## config.mk

```make
export PLATFORM = sky130hd
export DESIGN_NAME = hidden_neuron_mac_flat
export DESIGN_NICKNAME = d
export VERILOG_FILES = /design/src/rtl/hidden_neuron_mac_if.sv /design/src/rtl/hidden_neuron_mac.sv /design/src/flat_wrapper.sv
export SDC_FILE = /design/constraint.sdc
export NUM_CORES = 1
export LEC_CHECK = 0
export ABC_AREA = 1
export ABC_CLOCK_PERIOD_IN_PS = 2650
export BUFFER_PORTS_ARGS = -buffer_cell sky130_fd_sc_hd__buf_4
export CORE_MARGIN = 2
export CORE_UTILIZATION = 35
export CTS_CLUSTER_DIAMETER = 50
export CTS_CLUSTER_SIZE = 25
export DETAILED_ROUTE_END_ITERATION = 8
export PLACE_DENSITY = 0.62
export SLEW_MARGIN = 20
export SYNTH_ARGS = -nofsm -noshare
export SYNTH_HDL_FRONTEND = slang
export SYNTH_SLANG_ARGS = --single-unit
```

## constraint.sdc

```tcl
create_clock -name clk_i -period 2.65 [get_ports clk_i]
set_input_delay 0.265 -clock clk_i [delete_from_list [all_inputs] [get_ports clk_i]]
set_output_delay 0.265 -clock clk_i [all_outputs]
set_load 0.02 [all_outputs]
```

## src/rtl/hidden_neuron_mac_if.sv

```systemverilog
// Start/ready/valid bus between a layer controller (master) and one
// sequential hidden-layer neuron (slave).
interface hidden_neuron_mac_if #(
  parameter int unsigned N_IN  = 8,
  parameter int unsigned W_W   = 8,
  parameter int unsigned OUT_W = 10
);
  logic                   en;
  logic                   start;
  logic [N_IN-1:0]        x;
  logic [N_IN*W_W-1:0]    w;
  logic [W_W-1:0]         b;
  logic                   relu_en;
  logic                   ready;
  logic                   valid;
  logic [OUT_W-1:0]       neuron;
  logic                   ovf;

  modport master (
    output en, start, x, w, b, relu_en,
    input  ready, valid, neuron, ovf
  );

  modport slave (
    input  en, start, x, w, b, relu_en,
    output ready, valid, neuron, ovf
  );
endinterface

```

## src/rtl/hidden_neuron_mac.sv

```systemverilog
// Sequential hidden-layer neuron: bias plus one weighted binary input per
// clock, then ReLU or linear activation with saturation to OUT_W bits.
module hidden_neuron_mac #(
  parameter int unsigned N_IN  = 8,
  parameter int unsigned W_W   = 8,
  parameter int unsigned OUT_W = 10
) (
  input logic               clk_i,
  input logic               rst_i,
  hidden_neuron_mac_if.slave bus
);

  localparam int unsigned ACC_W = W_W + $clog2(N_IN + 1);
  localparam int unsigned K_W   = (N_IN > 1) ? $clog2(N_IN) : 1;
  localparam int unsigned CMP_W = ((ACC_W > OUT_W) ? ACC_W : OUT_W) + 1;
  localparam logic [K_W-1:0] K_LAST = K_W'(N_IN - 1);

  // Saturation limits, widened so every comparison is a plain signed compare
  localparam logic signed [CMP_W-1:0] U_MAX = {{(CMP_W-OUT_W){1'b0}}, {OUT_W{1'b1}}};
  localparam logic signed [CMP_W-1:0] S_MAX = {{(CMP_W-OUT_W+1){1'b0}}, {(OUT_W-1){1'b1}}};
  localparam logic signed [CMP_W-1:0] S_MIN = {{(CMP_W-OUT_W+1){1'b1}}, {(OUT_W-1){1'b0}}};

  typedef enum logic [1:0] {IDLE, ACC, ACT} state_t;

  state_t                   state;
  logic [K_W-1:0]           k;
  logic signed [ACC_W-1:0]  acc;
  logic [N_IN-1:0]          x_q;
  logic [W_W-1:0]           w_q [N_IN];
  logic                     relu_q;
  logic                     ready_q;
  logic                     valid_q;
  logic [OUT_W-1:0]         neuron_q;
  logic                     ovf_q;

  logic [W_W-1:0]           w_sel_c;
  logic signed [ACC_W-1:0]  term_c;
  logic signed [CMP_W-1:0]  acc_x_c;
  logic [OUT_W-1:0]         sat_val_c;
  logic                     sat_ovf_c;

  assign w_sel_c = w_q[k];
  assign term_c  = x_q[k] ? {{(ACC_W-W_W){w_sel_c[W_W-1]}}, w_sel_c} : '0;
  assign acc_x_c = {{(CMP_W-ACC_W){acc[ACC_W-1]}}, acc};

  // Activation and clamp of the finished sum
  always_comb begin
    sat_val_c = acc_x_c[OUT_W-1:0];
    sat_ovf_c = 1'b0;
    if (relu_q) begin
      if (acc[ACC_W-1]) begin
        sat_val_c = '0;
      end else if (acc_x_c > U_MAX) begin
        sat_val_c = U_MAX[OUT_W-1:0];
        sat_ovf_c = 1'b1;
      end
    end else begin
      if (acc_x_c > S_MAX) begin
        sat_val_c = S_MAX[OUT_W-1:0];
        sat_ovf_c = 1'b1;
      end else if (acc_x_c < S_MIN) begin
        sat_val_c = S_MIN[OUT_W-1:0];
        sat_ovf_c = 1'b1;
      end
    end
  end

  // Control FSM, operand capture, accumulator and result registers
  always_ff @(posedge clk_i or negedge rst_i) begin
    if (!rst_i) begin
      state    <= IDLE;
      k        <= '0;
      acc      <= '0;
      x_q      <= '0;
      relu_q   <= 1'b0;
      ready_q  <= 1'b1;
      valid_q  <= 1'b0;
      neuron_q <= '0;
      ovf_q    <= 1'b0;
      for (int unsigned i = 0; i < N_IN; i++) w_q[i] <= '0;
    end else begin
      valid_q <= 1'b0;
      if (bus.en) begin
        unique case (state)
          IDLE: begin
            if (bus.start) begin
              x_q     <= bus.x;
              relu_q  <= bus.relu_en;
              for (int unsigned i = 0; i < N_IN; i++) w_q[i] <= bus.w[i*W_W +: W_W];
              acc     <= {{(ACC_W-W_W){bus.b[W_W-1]}}, bus.b};
              k       <= '0;
              ready_q <= 1'b0;
              state   <= ACC;
            end
          end
          ACC: begin
            acc <= acc + term_c;
            k   <= k + K_W'(1);
            if (k == K_LAST) state <= ACT;
          end
          ACT: begin
            neuron_q <= sat_val_c;
            ovf_q    <= sat_ovf_c;
            valid_q  <= 1'b1;
            ready_q  <= 1'b1;
            state    <= IDLE;
          end
          default: begin
            ready_q <= 1'b1;
            state   <= IDLE;
          end
        endcase
      end
    end
  end

  assign bus.ready  = ready_q;
  assign bus.valid  = valid_q;
  assign bus.neuron = neuron_q;
  assign bus.ovf    = ovf_q;

endmodule

```

## src/flat_wrapper.sv

```systemverilog
// flat-port wrapper written by rule: the top's interface ports become plain ports
module hidden_neuron_mac_flat 
#(
  parameter int unsigned N_IN  = 8,
  parameter int unsigned W_W   = 8,
  parameter int unsigned OUT_W = 10
)
  (clk_i, rst_i, bus_en, bus_start, bus_x, bus_w, bus_b, bus_relu_en, bus_ready, bus_valid, bus_neuron, bus_ovf);
  hidden_neuron_mac_if #(.N_IN(N_IN), .W_W(W_W), .OUT_W(OUT_W)) bus_i ();
  input logic clk_i;
  input logic rst_i;
  input wire logic [$bits(bus_i.en)-1:0] bus_en;
  input wire logic [$bits(bus_i.start)-1:0] bus_start;
  input wire logic [$bits(bus_i.x)-1:0] bus_x;
  input wire logic [$bits(bus_i.w)-1:0] bus_w;
  input wire logic [$bits(bus_i.b)-1:0] bus_b;
  input wire logic [$bits(bus_i.relu_en)-1:0] bus_relu_en;
  output wire logic [$bits(bus_i.ready)-1:0] bus_ready;
  output wire logic [$bits(bus_i.valid)-1:0] bus_valid;
  output wire logic [$bits(bus_i.neuron)-1:0] bus_neuron;
  output wire logic [$bits(bus_i.ovf)-1:0] bus_ovf;
  assign bus_i.en = bus_en;
  assign bus_i.start = bus_start;
  assign bus_i.x = bus_x;
  assign bus_i.w = bus_w;
  assign bus_i.b = bus_b;
  assign bus_i.relu_en = bus_relu_en;
  assign bus_ready = bus_i.ready;
  assign bus_valid = bus_i.valid;
  assign bus_neuron = bus_i.neuron;
  assign bus_ovf = bus_i.ovf;
  hidden_neuron_mac #(.N_IN(N_IN), .W_W(W_W), .OUT_W(OUT_W)) u_core (.clk_i(clk_i), .rst_i(rst_i), .bus(bus_i));
endmodule
```

==> results.md <==
- The wire length after detailed routing is about 15000 µm.
- The number of global-route vias before repair came to 4706.
- At the worst endpoint, the arrival time is 2780 ps.
- The area of the die is between 15000 and 20000 µm².
- The first global-routing pass estimated 23280 µm of wire.
- The fraction of power spent switching nets is 43.34%.
- The maximum number of pins on one net before global-route repair is approximately 50.
- The total CTS buffers is 9.
- The worst hold path belongs to the class in -> reg.
- Compared with the post-synthesis result, the final layout area differs by 34.88%.
- The most used flip-flop cell after synthesis is sky130_fd_sc_hd__dfrtp_1.
- The count of buffer and inverter cells on the critical path is 3.
- On the final layout, the worst clock skew is 10.51 ps.
- Measured against its own limit, the worst slew margin works out to 65.89%.
- The worst hold path cell count is 3.
- The number of routed nets with antenna violations is 0.
- Counting every net in the synthesized netlist gives around 800.
- For this run, asynchronously set or reset flops after synthesis account for between 90% and 100%.
- In this run the power density over the cells is 1353 nW/µm².
- Setup repair after global routing could not meet its margin everywhere.
- Pin placement for this block handled a little under 100 I/O pins.
- The signal on the critical path passes through inv_4 -> bufbuf_16 -> o21ai_0 -> o22ai_1 -> nand2_1 -> nand2_1 -> nand2_1 -> inv_1 -> ha_4 -> a21oi_2 -> nand2_2 -> nand4_1 -> nand2_1 -> or2_2 -> nand3_1 -> a21oi_1.
- The path with the worst hold slack has its endpoint at u_core.w_q[62].
- The clock sink count is 103.
- After filler insertion, the fill cell instance count of the layout stands at between 1500 and 2000.
- The die width is 128.1 µm.
- The category of cells accounting for the largest share of critical-path delay is simple AND/OR/NAND/NOR gates.
- The standby leakage power is around 0.0037 µW.
- The vertical extent of the die is roughly 130 µm.
- The worst-case IR drop observed on VDD is 0.0005948 V.
- The fraction of the yosys area taken by sequential cells is 47.86%.
- The synthesized design contains 103 register bits.
- The total overflow left after global routing is 0.
- The slowest stage of the critical path belongs to the cell sky130_fd_sc_hd__dfrtp_2.
- The cell area that synthesis handed to floorplanning was between 5000 and 6000 µm².
- The portion of total power attributed to sequential cells is 29.1%.
- The detailed-route via count is approximately 5000.
- The final routed DRC violation total is 0.
- The TritonCTS clock tree is yes.
- The final count of pins violating max slew came to 0.
- The cell repeated most along the worst path is sky130_fd_sc_hd__nand2_1.
- The internal power consumption is ~5600 µW.
- Per report_power, the clock group accounts for 13.4% of the total.
- For this configuration, the core starts out at a cell density of a little over a third.
- The net switching power of the design is 4262 µW.
- The root cell of the clock tree is sky130_fd_sc_hd__clkbuf_16.
- In this run the most critical hold path is launched from bus_w[6].
- The fraction of layout instances using a drive strength above 1 is between 20 and 30%.
- The worst setup path is launched from a flip-flop.
- The combinational share of power is 57.4%.
- During synthesis, Yosys emitted a total of 0 warnings.
- The detailed placement HPWL is 10210 µm.
- For this run, the slowest stage of the critical path takes 450 ps.
- The count of cell types in the netlist is 37.
- After clock tree synthesis, the clock-pin slew on the worst setup and hold paths is 70 ps.
- The per-instance average area after synthesis is 7.556 µm².
- The H-tree depth reported by CTS is 3.
- The run finished with clean final reports.
- The first-pass iteration count of the detailed router is 4.
- The multi-input gate area in the final layout is 2696 µm².
- The number of cells produced by synthesis is 713.
- Measured in cells, the most critical reg-to-reg path has a length of 16.
- Counting tap cells, the placed design contains a total of ~1000 instances.
- The net count reported at finish is 939.
- After detailed routing, the average wire length per cell comes to about 14 µm.
- The placement row count is 45.
- The number of vias per cell after detailed routing is 4.836.
- For the worst setup path, the data required time is about 2900 ps.
- The highest fanout seen on the critical path is 12.
- The worst register-to-register path begins at u_core.k[0].
- The worst path in the final design needs a cycle of 2558 ps, including I/O delays and setup.
- Registers take 2581 µm².
- For this run, the number of standard cells in the final layout without fillers is 1033.
- The highest clock rate is approximately 390 MHz.
- The clock passes through at most 2 buffers.
- The worst path uses 96.54% of the clock period.
- The number of antenna violations at the first check in global routing is 0.
- The number of diodes added for antenna fixing is 0.
- Max-cap violations in this run came to 0.
- The global placement routability congestion is 0.8526.
- In this run, the number of DRC markers left after iteration 0 of detailed routing was about 210.
- Buffers placed on the I/O ports in this run total 97.
- At the end of the flow the core is filled with cells to between 40% and 50%.
- The worst register-to-register path has a setup slack of 90 ps.
- The category of the worst setup path capture point is a flip-flop.
- The clock latency on the worst-skew pair is between 300 and 400 ps.
- The transition at the pin with the smallest max-transition slack is 511.7 ps.
- Yosys mapped a number of flops with a built-in enable equal to 0.
- The critical path is of the reg -> reg type.
- The reg-to-reg critical path endpoint is u_core.acc[8].
- The count of endpoints failing hold in the final timing report was 0.
- The region available for standard cell placement spans approximately 15000 µm².
- The overall fraction of global-route tracks in use is 17.88%.
- Setup violations remaining at the end of the flow were counted as 0.
per-layer routing:
| metal | part of all wire (%) | routed length [µm] | vias up | global-route usage (%) |
|---|---|---|---|---|
| met2 | 46 | 6769 | 115 | 27.21 |
| met5 | 0 | 0 | - | 0 |
| met1 | 48 | 7074 | 2317 | 25.46 |
| met3 | 4.3 | 623 | 14 | 3.673 |
| met4 | 1.2 | 171 | 0 | 6.012 |
| li1 | - | - | 2550 | - |
cell usage in the layout, fill, tap and decap left out, drive strengths merged, types with 3 or more instances in the layout:
cell type and instances:
o21ai 79, inv 52, clkbuf 14, ha 13
a31oi 6, nand3 24, buf 143, dfrtp 102
nand2 282, o22ai 14, a21oi 24, clkinv 3
a21boi 3, nor2 66
tightest hold or removal path, stage by stage:
cell	delay, ps
sky130_fd_sc_hd__buf_4	80
sky130_fd_sc_hd__nand2_1	40
sky130_fd_sc_hd__nand2_1	50
cells by family (layout without fill, tap and decap cells):
family	count (synthesis)	count (layout)	synth area share [%]
adder cells (fa/ha/maj)	14	14	3.391
XOR/XNOR	3	3	0.4878
flip-flops	103	103	47.86
AND/OR/NAND/NOR	378	378	28.03
buffers and inverters	82	214	6.735
AO/OA/AOI/OAI	133	133	13.49
through the flow:
stage          cell area (µm²)  setup WS [ps]  hold slack (ps)  total power [µW]  setup TNS (ps)
2_1_floorplan             5391          17.27           -30.59              5863               0
4_1_cts                   6870         -3.886            83.26              8983          -7.430
3_5_place_dp              6462         -12.53            271.9              7439          -16.47
5_1_grt                   7267         -87.45            98.85             10740          -307.4
3_3_place_gp              6462         -1.839            277.8              7371          -1.839
6_report                  7267          91.67            107.3              9835               0
final cells by class:
class | count | area share (%)
Sequential cell | 103 | 35.52
Clock buffer | 12 | 3.667
Inverter | 51 | 2.738
Tap cell | 188 | 3.237
Clock inverter | 4 | 0.4821
Timing Repair Buffer | 147 | 17.25
Multi-Input combinational cell | 528 | 37.10
synth_stat cells, types with 4 or more instances:
cell                       number  area (µm²)
sky130_fd_sc_hd__clkbuf_1      11       41.29
sky130_fd_sc_hd__inv_2          6       22.52
sky130_fd_sc_hd__o21ai_0       74       370.4
sky130_fd_sc_hd__o22ai_1       14       87.58
sky130_fd_sc_hd__o21ai_1        5       25.02
sky130_fd_sc_hd__buf_6          4       45.04
sky130_fd_sc_hd__a31oi_1        6       37.54
sky130_fd_sc_hd__nor2_1        62       232.7
sky130_fd_sc_hd__a21oi_1       22       110.1
sky130_fd_sc_hd__nand2_1      282        1059
sky130_fd_sc_hd__ha_1          13       162.7
sky130_fd_sc_hd__nand3_1       23       115.1
sky130_fd_sc_hd__buf_2         14       70.07
sky130_fd_sc_hd__inv_1         42       157.7
sky130_fd_sc_hd__dfrtp_1      102        2552
how the worst max path moves through the flow:
stage                      startpoint            end  slack (ps)  cells after the start
after global placement    u_core.k[1]  u_core.acc[6]          -2                     19
final                     u_core.k[0]  u_core.acc[8]          90                     16
after detailed placement  u_core.k[1]  u_core.acc[6]         -10                     19
after CTS                 u_core.k[0]  u_core.acc[6]          -4                     19
after global routing      u_core.k[0]  u_core.acc[9]         -90                     19
after floorplan           u_core.k[0]  u_core.acc[9]          20                     17
what timing repair did:
item / CTS / global route
cloned: 1 / 2
buffers inserted: 3 / 11
pin swaps: 0 / 25
setup endpoints to repair: 4 / 8
endpoints found under the hold margin: 36 / 0
gates resized for setup: 13 / 71
hold buffers: 1 / 0
flip-flops by register name (all words and copies together) (netlist names):
signal and flops:
u_core.bus.neuron 10, u_core.k 3, u_core.relu_q 1, u_core.state 2, u_core.w_q 64, u_core.bus.valid 1, u_core.bus.ovf 1, u_core.x_q 8
u_core.acc 12, u_core.bus.ready 1
power by group through the flow:
stage,registers [µW],clock network [µW],logic (µW)
after floorplan,2780,0,3090
after global placement,2820,0,4550
after detailed placement,2830,0,4600
after CTS,2810,1370,4800
after global routing,2950,1430,6350
final,2860,1320,5650
Power figures use the tool's default switching activity.
